### src/rtl/writeback_unit.sv
// Final pipeline stage: registers execute/memory results, formats load data and
// drives the register-file write port, holding upstream while a load is outstanding.
module writeback_unit #(
    parameter int DATA_WIDTH = 32,
    parameter int ADDR_WIDTH = 5
) (
    input  logic                  clk,
    input  logic                  rst,
    input  logic                  in_valid,
    output logic                  in_ready,
    input  logic                  in_reg_write,
    input  logic [ADDR_WIDTH-1:0] in_rd,
    input  logic [1:0]            in_result_src,
    input  logic [1:0]            in_mem_size,
    input  logic                  in_mem_signed,
    input  logic [DATA_WIDTH-1:0] in_alu_result,
    input  logic [DATA_WIDTH-1:0] in_pc_plus4,
    input  logic [DATA_WIDTH-1:0] in_imm_ext,
    input  logic                  mem_rvalid,
    input  logic [DATA_WIDTH-1:0] mem_rdata,
    input  logic                  flush,
    output logic                  wb_en,
    output logic [ADDR_WIDTH-1:0] wb_rd,
    output logic [DATA_WIDTH-1:0] wb_data,
    output logic                  busy,
    output logic [15:0]           stall_cycles
);

    localparam logic [1:0] ST_IDLE     = 2'd0;
    localparam logic [1:0] ST_WAIT_MEM = 2'd1;
    localparam logic [1:0] ST_COMMIT   = 2'd2;

    localparam logic [1:0] SRC_ALU  = 2'b00;
    localparam logic [1:0] SRC_LOAD = 2'b01;
    localparam logic [1:0] SRC_PC4  = 2'b10;

    localparam logic [1:0] SIZE_BYTE = 2'b00;
    localparam logic [1:0] SIZE_HALF = 2'b01;

    logic [1:0]            state_q, state_d;
    logic                  wb_en_q, wb_en_d;
    logic [ADDR_WIDTH-1:0] wb_rd_q, wb_rd_d;
    logic [DATA_WIDTH-1:0] wb_data_q, wb_data_d;
    logic                  busy_q, busy_d;
    logic [15:0]           stall_cycles_q, stall_cycles_d;

    logic [ADDR_WIDTH-1:0] cap_rd_q, cap_rd_d;
    logic                  cap_reg_write_q, cap_reg_write_d;
    logic [1:0]            cap_size_q, cap_size_d;
    logic                  cap_signed_q, cap_signed_d;
    logic [1:0]            cap_offset_q, cap_offset_d;

    logic                  accept;
    logic [DATA_WIDTH-1:0] direct_result;
    logic [7:0]            byte_lane;
    logic [15:0]           half_lane;
    logic [DATA_WIDTH-1:0] load_data;

    assign in_ready = (state_q != ST_WAIT_MEM);
    assign accept   = in_valid && in_ready && !flush;

    assign wb_en        = wb_en_q;
    assign wb_rd        = wb_rd_q;
    assign wb_data      = wb_data_q;
    assign busy         = busy_q;
    assign stall_cycles = stall_cycles_q;

    always_comb begin
        direct_result = in_alu_result;
        case (in_result_src)
            SRC_ALU: direct_result = in_alu_result;
            SRC_PC4: direct_result = in_pc_plus4;
            2'b11:   direct_result = in_imm_ext;
            default: direct_result = in_alu_result;
        endcase
    end

    // Lane selection uses the address offset captured at accept time, not the live input.
    always_comb begin
        byte_lane = mem_rdata[7:0];
        case (cap_offset_q)
            2'd0:    byte_lane = mem_rdata[7:0];
            2'd1:    byte_lane = mem_rdata[15:8];
            2'd2:    byte_lane = mem_rdata[23:16];
            default: byte_lane = mem_rdata[31:24];
        endcase
        half_lane = cap_offset_q[1] ? mem_rdata[31:16] : mem_rdata[15:0];

        load_data = mem_rdata;
        case (cap_size_q)
            SIZE_BYTE: load_data = cap_signed_q ? {{(DATA_WIDTH-8){byte_lane[7]}}, byte_lane}
                                                : {{(DATA_WIDTH-8){1'b0}}, byte_lane};
            SIZE_HALF: load_data = cap_signed_q ? {{(DATA_WIDTH-16){half_lane[15]}}, half_lane}
                                                : {{(DATA_WIDTH-16){1'b0}}, half_lane};
            default:   load_data = mem_rdata;
        endcase
    end

    always_comb begin
        state_d         = state_q;
        wb_en_d         = 1'b0;
        wb_rd_d         = wb_rd_q;
        wb_data_d       = wb_data_q;
        busy_d          = busy_q;
        stall_cycles_d  = stall_cycles_q;
        cap_rd_d        = cap_rd_q;
        cap_reg_write_d = cap_reg_write_q;
        cap_size_d      = cap_size_q;
        cap_signed_d    = cap_signed_q;
        cap_offset_d    = cap_offset_q;

        case (state_q)
            ST_IDLE, ST_COMMIT: begin
                if (accept) begin
                    if (in_result_src == SRC_LOAD) begin
                        state_d         = ST_WAIT_MEM;
                        cap_rd_d        = in_rd;
                        cap_reg_write_d = in_reg_write;
                        cap_size_d      = in_mem_size;
                        cap_signed_d    = in_mem_signed;
                        cap_offset_d    = in_alu_result[1:0];
                        busy_d          = 1'b1;
                    end else begin
                        state_d   = ST_COMMIT;
                        wb_en_d   = in_reg_write && (in_rd != '0);
                        wb_rd_d   = in_rd;
                        wb_data_d = direct_result;
                    end
                end else begin
                    state_d = ST_IDLE;
                end
            end
            // Flush takes priority so a killed load never writes, even if data arrives together.
            ST_WAIT_MEM: begin
                if (flush) begin
                    state_d = ST_IDLE;
                    busy_d  = 1'b0;
                end else if (mem_rvalid) begin
                    state_d   = ST_COMMIT;
                    wb_en_d   = cap_reg_write_q && (cap_rd_q != '0);
                    wb_rd_d   = cap_rd_q;
                    wb_data_d = load_data;
                    busy_d    = 1'b0;
                end else if (stall_cycles_q != 16'hFFFF) begin
                    stall_cycles_d = stall_cycles_q + 16'd1;
                end
            end
            default: begin
                state_d = ST_IDLE;
                busy_d  = 1'b0;
            end
        endcase
    end

    always_ff @(posedge clk or negedge rst) begin
        if (!rst) begin
            state_q         <= ST_IDLE;
            wb_en_q         <= 1'b0;
            wb_rd_q         <= '0;
            wb_data_q       <= '0;
            busy_q          <= 1'b0;
            stall_cycles_q  <= '0;
            cap_rd_q        <= '0;
            cap_reg_write_q <= 1'b0;
            cap_size_q      <= '0;
            cap_signed_q    <= 1'b0;
            cap_offset_q    <= '0;
        end else begin
            state_q         <= state_d;
            wb_en_q         <= wb_en_d;
            wb_rd_q         <= wb_rd_d;
            wb_data_q       <= wb_data_d;
            busy_q          <= busy_d;
            stall_cycles_q  <= stall_cycles_d;
            cap_rd_q        <= cap_rd_d;
            cap_reg_write_q <= cap_reg_write_d;
            cap_size_q      <= cap_size_d;
            cap_signed_q    <= cap_signed_d;
            cap_offset_q    <= cap_offset_d;
        end
    end

endmodule

### config.mk
export PLATFORM = sky130hd
export DESIGN_NAME = writeback_unit
export DESIGN_NICKNAME = d
export VERILOG_FILES = /design/src/rtl/writeback_unit.sv
export SDC_FILE = /design/constraint.sdc
export NUM_CORES = 1
export LEC_CHECK = 0
export CAP_MARGIN = 20
export CORE_ASPECT_RATIO = 2
export CORE_MARGIN = 2
export CORE_UTILIZATION = 47
export CTS_BUF_LIST = sky130_fd_sc_hd__clkbuf_4
export CTS_CLUSTER_DIAMETER = 150
export CTS_CLUSTER_SIZE = 25
export DETAILED_ROUTE_END_ITERATION = 16
export PLACE_DENSITY = 0.88
export SLEW_MARGIN = 20
export SYNTH_ARGS = -nofsm -noshare
export SYNTH_HDL_FRONTEND = slang
export SYNTH_SLANG_ARGS = --single-unit
### constraint.sdc
create_clock -name clk -period 3.5 [get_ports clk]
set_input_delay 0.525 -clock clk [delete_from_list [all_inputs] [get_ports clk]]
set_output_delay 0.525 -clock clk [all_outputs]
set_load 0.05 [all_outputs]
==> summary.txt, run 1 <==
Post-CTS resize count: 0
Initial antenna violation count: 1
Combinational share of power: 45.0%
Sequential Power Share: 37.2%
Req. time, crit path: 3800 ps
Flops & latches, synth: 68
Unrepaired setup endpoints after global routing: no
CP arrival: 2890 ps
Crit start category: input pin
Synthesized Nets: 627
Max_cap viols: 0
Worst reg-to-reg setup slack: 1050 ps
Ys async rst share: 100%
Shortest period the worst path allows: 2590 ps
PortBufs: 199
Core outline area: 9010 um2
Cells after synthesis: 482
Top post-synthesis cells by area: dfrtp_1 (39%), mux2i_1 (10%), nor2_1 (4.9%), a221oi_1 (4.8%), a21oi_1 (4.3%)
Slew HR: 31.7%
Worst IR drop on VDD: 0.397 mV
Die area: 10,200 um2
FF+latch area: 1700 um2
Grt ovf: 0
Die Y: 141 um
Hold WS: 283 ps
Gp weighted congestion: 0.938
Initial Util: 48.7%
Iter 0 DRT Violations: 348
GRT Total Usage: 29.8%
Die width: 72.3 um
Worst skew pair latency: 420 ps
Fillers: 709
Setup Fix Bufs, Post-CTS: 0
DR DRC count: 0
Post-synth top flop: dfrtp_1
Synth top area share: 38.8%
Fin Clk Skew: 16.5 ps
Largest area contributor in the netlist: dfrtp_1
Final Instance Area: 6550 um2
Leak: 2.65 nW
Worst-path clk slew: 120 ps
First-pass GRT wire length: 23,400 um
Setup TNS Final: 0 ps
Design Power: 2.92 mW
Cell area after placement: 6400 um2
Clk pwr share: 17.8%
Final Hold Fails: 0
I/O Pins: 200
Syn avg cell area: 9.11 um2
Crit. End Element: flop
Worst Max-Slew Pin Slew: 1020 ps
Clock sinks: 68
Count of cell types in the netlist: 47
R2R depth: 6
Final wirelength: 15,400 um
EDFF count, synth: 0
Hold-fix buffers, CTS: 0
CP max FO: 22
Wire per inst: 20.0 um
YS warnings: 0
Fmax: 386 MHz
Worst setup path class: in2reg
Vias in the first global route: 4,707
Proportion of layout cells with a drive suffix above 1: 8.12%
DR vias/cell: 6.07
Worst reg2reg path endpoint: stall_cycles[14]$_DFFE_PN0P_
Via count: 4,665
Area of the multi-input gates: 2490 um2
Most frequent cells in the layout: clkdlybuf4s50_1 (195), dfrtp_1 (68), nor2_1 (57)
Largest net degree at the start of global routing: 69
Pwr dens: 445 nW/um2
Post-DRT Antenna Nets: 0
Setup Viol. Count Final: 0
CTS Root Cell: clkbuf_4
Final Cycle Share: 74.0%
Most common cell after layout, fill and taps aside: clkdlybuf4s50_1
CTS tree: done
Internal cell power: 1.68 mW
Sw frac: 42.3%
Area grow syn2layout: 49.1%
FF-to-FF Start: state_q[1]$_DFFE_PN0P_
Synthesized area: 4390 um2
DRT Pass-1 Iters: 5
Nets: 805
TritonCTS Buffers: 9
HP Class: in2async
Placed cells: 751
Htree depth: 3
Clk buf depth: 2
Slew Viols, Final: 0
Layout Cells excl Fill: 768
Status: finished clean
Post-DP HPWL: 12,000 um
Num rows: 49
Seq/Total Area, Yosys: 38.8%
Sw Pwr: 1.23 mW
[cell families after synthesis]
| kind of cell | count (synthesis) | share of synthesized area, % |
|---|---|---|
| muxes | 59 | 14.4 |
| and+or+nand+nor | 147 | 17.0 |
| buffers and inverters | 49 | 4.59 |
| AOI/OAI and AO/OA | 147 | 22.8 |
| adders and majority gates | 1 | 0.285 |
| DFF | 68 | 38.8 |
| xor gates and xnor gates | 11 | 2.19 |
[critical path, stage by stage]
cell	delay, ps
clkdlybuf4s50_1	670
clkinv_1	340
nand2_1	660
clkinv_1	450
a2bb2oi_1	230
[cells in the mapped netlist (5+ instances only)]
library cell and instances:
a211oi_1 7, a21oi_1 38, a221oi_1 24, a22o_1 8, a2bb2oi_1 7, buf_1 5
buf_2 5, clkbuf_1 30, dfrtp_1 68, mux2_2 13, mux2i_1 44, nand2_1 16
nand2b_1 6, nand3_1 6, nor2_1 57, nor2b_1 5, nor3_1 19, nor4_1 16
o2111ai_1 7, o21ai_0 30, o31ai_1 16, or3_1 7, xor2_1 11
[cell type report]
type | count | area share [%]
inverter | 7 | 0.401
multi-input combinational | 365 | 38.1
sequential | 68 | 26.0
clock buffer | 9 | 1.03
antenna | 1 | 0.0382
clock inverter | 7 | 1.18
timing repair buffer | 209 | 31.3
tap | 102 | 1.95
[per-layer routing]
| layer | share of wire (%) | wire length (um) | global-route usage (%) | vias to the layer above |
|---|---|---|---|---|
| met5 | 0 | 0 | 0 | - |
| met4 | 5.3 | 809 | 17.0 | 0 |
| met3 | 6.2 | 954 | 5.86 | 53 |
| met2 | 54 | 8330 | 52.7 | 189 |
| met1 | 34 | 5260 | 31.8 | 2233 |
| li1 | - | - | - | 2190 |
[power groups by stage]
stage / logic [mW] / clock network (mW) / registers [mW]
floorplan: 0.430 / 0 / 1.43
global route: 1.38 / 0.553 / 1.11
detailed placement: 1.31 / 0 / 1.10
global placement: 1.28 / 0 / 1.09
CTS: 1.31 / 0.528 / 1.08
finish: 1.31 / 0.519 / 1.08
[state kept, by name, indices dropped and copies added, names as in the netlist]
name and flops:
cap_signed_q 1, cap_reg_write_q 1, stall_cycles 16, cap_rd_q 5, wb_en 1, wb_data 32
cap_size_q 2, busy 1, wb_rd 5, state_q 2, cap_offset_q 2
[worst max path at each step]
| stage | startpoint | depth (start not counted) | end |
|---|---|---|---|
| after floorplan | stall_cycles[0]$_DFFE_PN0P_ | 5 | stall_cycles[1]$_DFFE_PN0P_ |
| after global placement | flush | 5 | wb_data[6]$_DFFE_PN0P_ |
| after detailed placement | flush | 5 | wb_data[4]$_DFFE_PN0P_ |
| after CTS | flush | 5 | wb_data[4]$_DFFE_PN0P_ |
| after global routing | flush | 5 | wb_data[4]$_DFFE_PN0P_ |
| final | flush | 5 | wb_data[4]$_DFFE_PN0P_ |
[through the flow]
stage	util (%)	setup slack [ps]
CTS	72.6	960
floorplan	-	1280
global placement	71.0	597
global route	72.7	784
finish	72.7	911
detailed placement	71.0	546
No activity file was read; power rests on OpenSTA's default activity.
==> run 2: changes to the inputs <==
- CORE_UTILIZATION: 47 -> 43
- PLACE_DENSITY: 0.88 -> 0.82
- clock period: 3.5 -> 2.5 ns (I/O delays scaled with it)
==> run 2 against run 1 <==
Compared with the run above:
- worst setup slack got worse by 620 ps
- critical endpoint is now stall_cycles[2]
- total power increased by 45%
- critical path type is now reg2out
- via count increased by 2.1%
- utilization decreased by 6.0 points
- clock skew increased by 5.7 ps
- first-iteration DRC count increased by 4.9%
- routed wire length increased by 4.3%
- clock-buffer cell count unchanged
- die area increased by 8.9%
- largest cell class unchanged
- design area increased by 2.0%
- sequential power increased by 37%
==> summary.txt, run 2 (synthesis gave the netlist of run 1 again) <==
Worst setup path startpoint: stall_cycles[2]$_DFFE_PN0P_
DRT Pass-1 Iters: 5
Final setup margin: 292 ps
Final Hold Fails: 0
Grt ovf: 0
Met3 usage: 5.90%
Pwr dens: 634 nW/um2
Worst IR drop on VDD: 0.612 mV
Vias in the first global route: 4,770
Worst slack, placed: 164 ps
CP max-delay cell: clkdlybuf4s50_1
Htree depth: 3
Max_cap viols: 0
Worst setup path class: reg2out
Num rows: 52
Busiest grt layer: met2
Unrepaired setup endpoints after global routing: no
Status: finished clean
Worst Max-Slew Pin Slew: 1040 ps
I/O Pins: 200
HP Class: in2async
Crit start category: flop
DR DRC count: 0
CP max FO: 9
Req. time, crit path: 2120 ps
Die width: 75.5 um
Met1 usage: 30.1%
Most common cell after layout, fill and taps aside: clkdlybuf4s50_1
GRT Total Usage: 28.8%
Leak: 2.70 nW
Initial antenna violation count: 1
Slew HR: 30.6%
Proportion of layout cells with a drive suffix above 1: 9.08%
Final wirelength: 16,000 um
Worst skew pair latency: 440 ps
Global routing usage on met2: 51.1%
Placed cells: 790
Crit. End Element: output pin
Slew Viols, Final: 0
Setup Fix Bufs, Post-CTS: 0
Fmax: 453 MHz
Cell Chain, Critical Path: clkdlybuf4s50_1
DR vias/cell: 5.89
Hold-fix buffers, CTS: 1
CP Buf/Inv Count: 1
Die Y: 147 um
Final Cycle Share: 88.3%
Die area: 11,100 um2
Top cell family by delay on the critical path: buffers and inverters
Clock sinks: 68
Nets: 812
CTS tree: done
PortBufs: 199
Shortest period the worst path allows: 2210 ps
First-pass GRT wire length: 24,000 um
Largest net degree at the start of global routing: 69
CTS Root Cell: clkbuf_4
Layout Cells excl Fill: 808
Via count: 4,762
Post-DP HPWL: 12,300 um
Most frequent cells in the layout: clkdlybuf4s50_1 (195), dfrtp_1 (68), nor2_1 (57)
Area grow syn2layout: 52.2%
Clk buf depth: 2
Number of flip-flops under the largest register name: 32
CP arrival: 1830 ps
Post-CTS resize count: 0
FF-to-FF Start: cap_size_q[1]$_DFFE_PN0P_
Worst-path clk slew: 130 ps
Crit path largest cell delay: 870 ps
Core outline area: 10,000 um2
Gp weighted congestion: 0.979
Iter 0 DRT Violations: 365
Setup Viol. Count Final: 0
Fin Clk Skew: 22.2 ps
Setup TNS Final: 0 ps
Wire per inst: 19.8 um
Initial Util: 43.8%
Post-DRT Antenna Nets: 0
Core Util, Final: 66.7%
TritonCTS Buffers: 9
[run 2: cell count changes in the layout (fill, tap and decap cells not counted)]
cell	before	now
dlygate4sd3_1	0	1
bufinv_16	1	2
buf_12	0	1
clkinvlp_4	1	2
clkinv_4	4	0
nor3_2	0	1
nor3_1	19	18
buf_4	11	16
inv_6	0	2
[run 2: metrics by stage]
stage | power (mW) | hold slack, ps | instance area, um2
after floorplan | 2.60 | 79.4 | 4390
after global placement | 3.34 | 427 | 6500
after detailed placement | 3.39 | 429 | 6500
after CTS | 4.24 | 461 | 6680
after global routing | 4.41 | 499 | 6680
final | 4.24 | 467 | 6680
[run 2: path summary, 6_finish.rpt]
kind | end | slack (ps) | cells past startpoint
setup / recovery | stall_cycles[2] | 290 | 1
hold reg to reg | stall_cycles[6]$_DFFE_PN0P_ | 520 | 1
min in group clk | wb_en$_DFF_PN0_ | 480 | 4
setup reg to reg | wb_data[23]$_DFFE_PN0P_ | 410 | 3
max in group asynchronous | wb_data[27]$_DFFE_PN0P_ | 1730 | 3
hold / removal | wb_data[11]$_DFFE_PN0P_ | 470 | 3
[run 2: layer usage]
layer,vias to the layer above,part of all wire [%]
met1,2286,34
met4,0,5.2
met3,53,7.1
li1,2211,-
met5,-,0
met2,212,54
[run 2: area by class of cell]
class | count | area (um2)
Inverter | 7 | 26.3
Antenna cell | 1 | 2.50
Clock buffer | 9 | 67.6
Clock inverter | 7 | 97.6
Multi-Input combinational cell | 365 | 2500
Tap cell | 135 | 169
Timing Repair Buffer | 216 | 2120
Fill cell | 872 | 3340
Sequential cell | 68 | 1700
[run 2: report_power, final]
| group | switching, mW | internal (mW) | total [mW] | leakage [nW] |
|---|---|---|---|---|
| Sequential | 0.186 | 1.30 | 1.48 | 0.829 |
| Combinational | 1.14 | 0.764 | 1.90 | 1.78 |
| Clock | 0.442 | 0.410 | 0.851 | 0.0829 |
| Total | 1.77 | 2.47 | 4.24 | 2.70 |
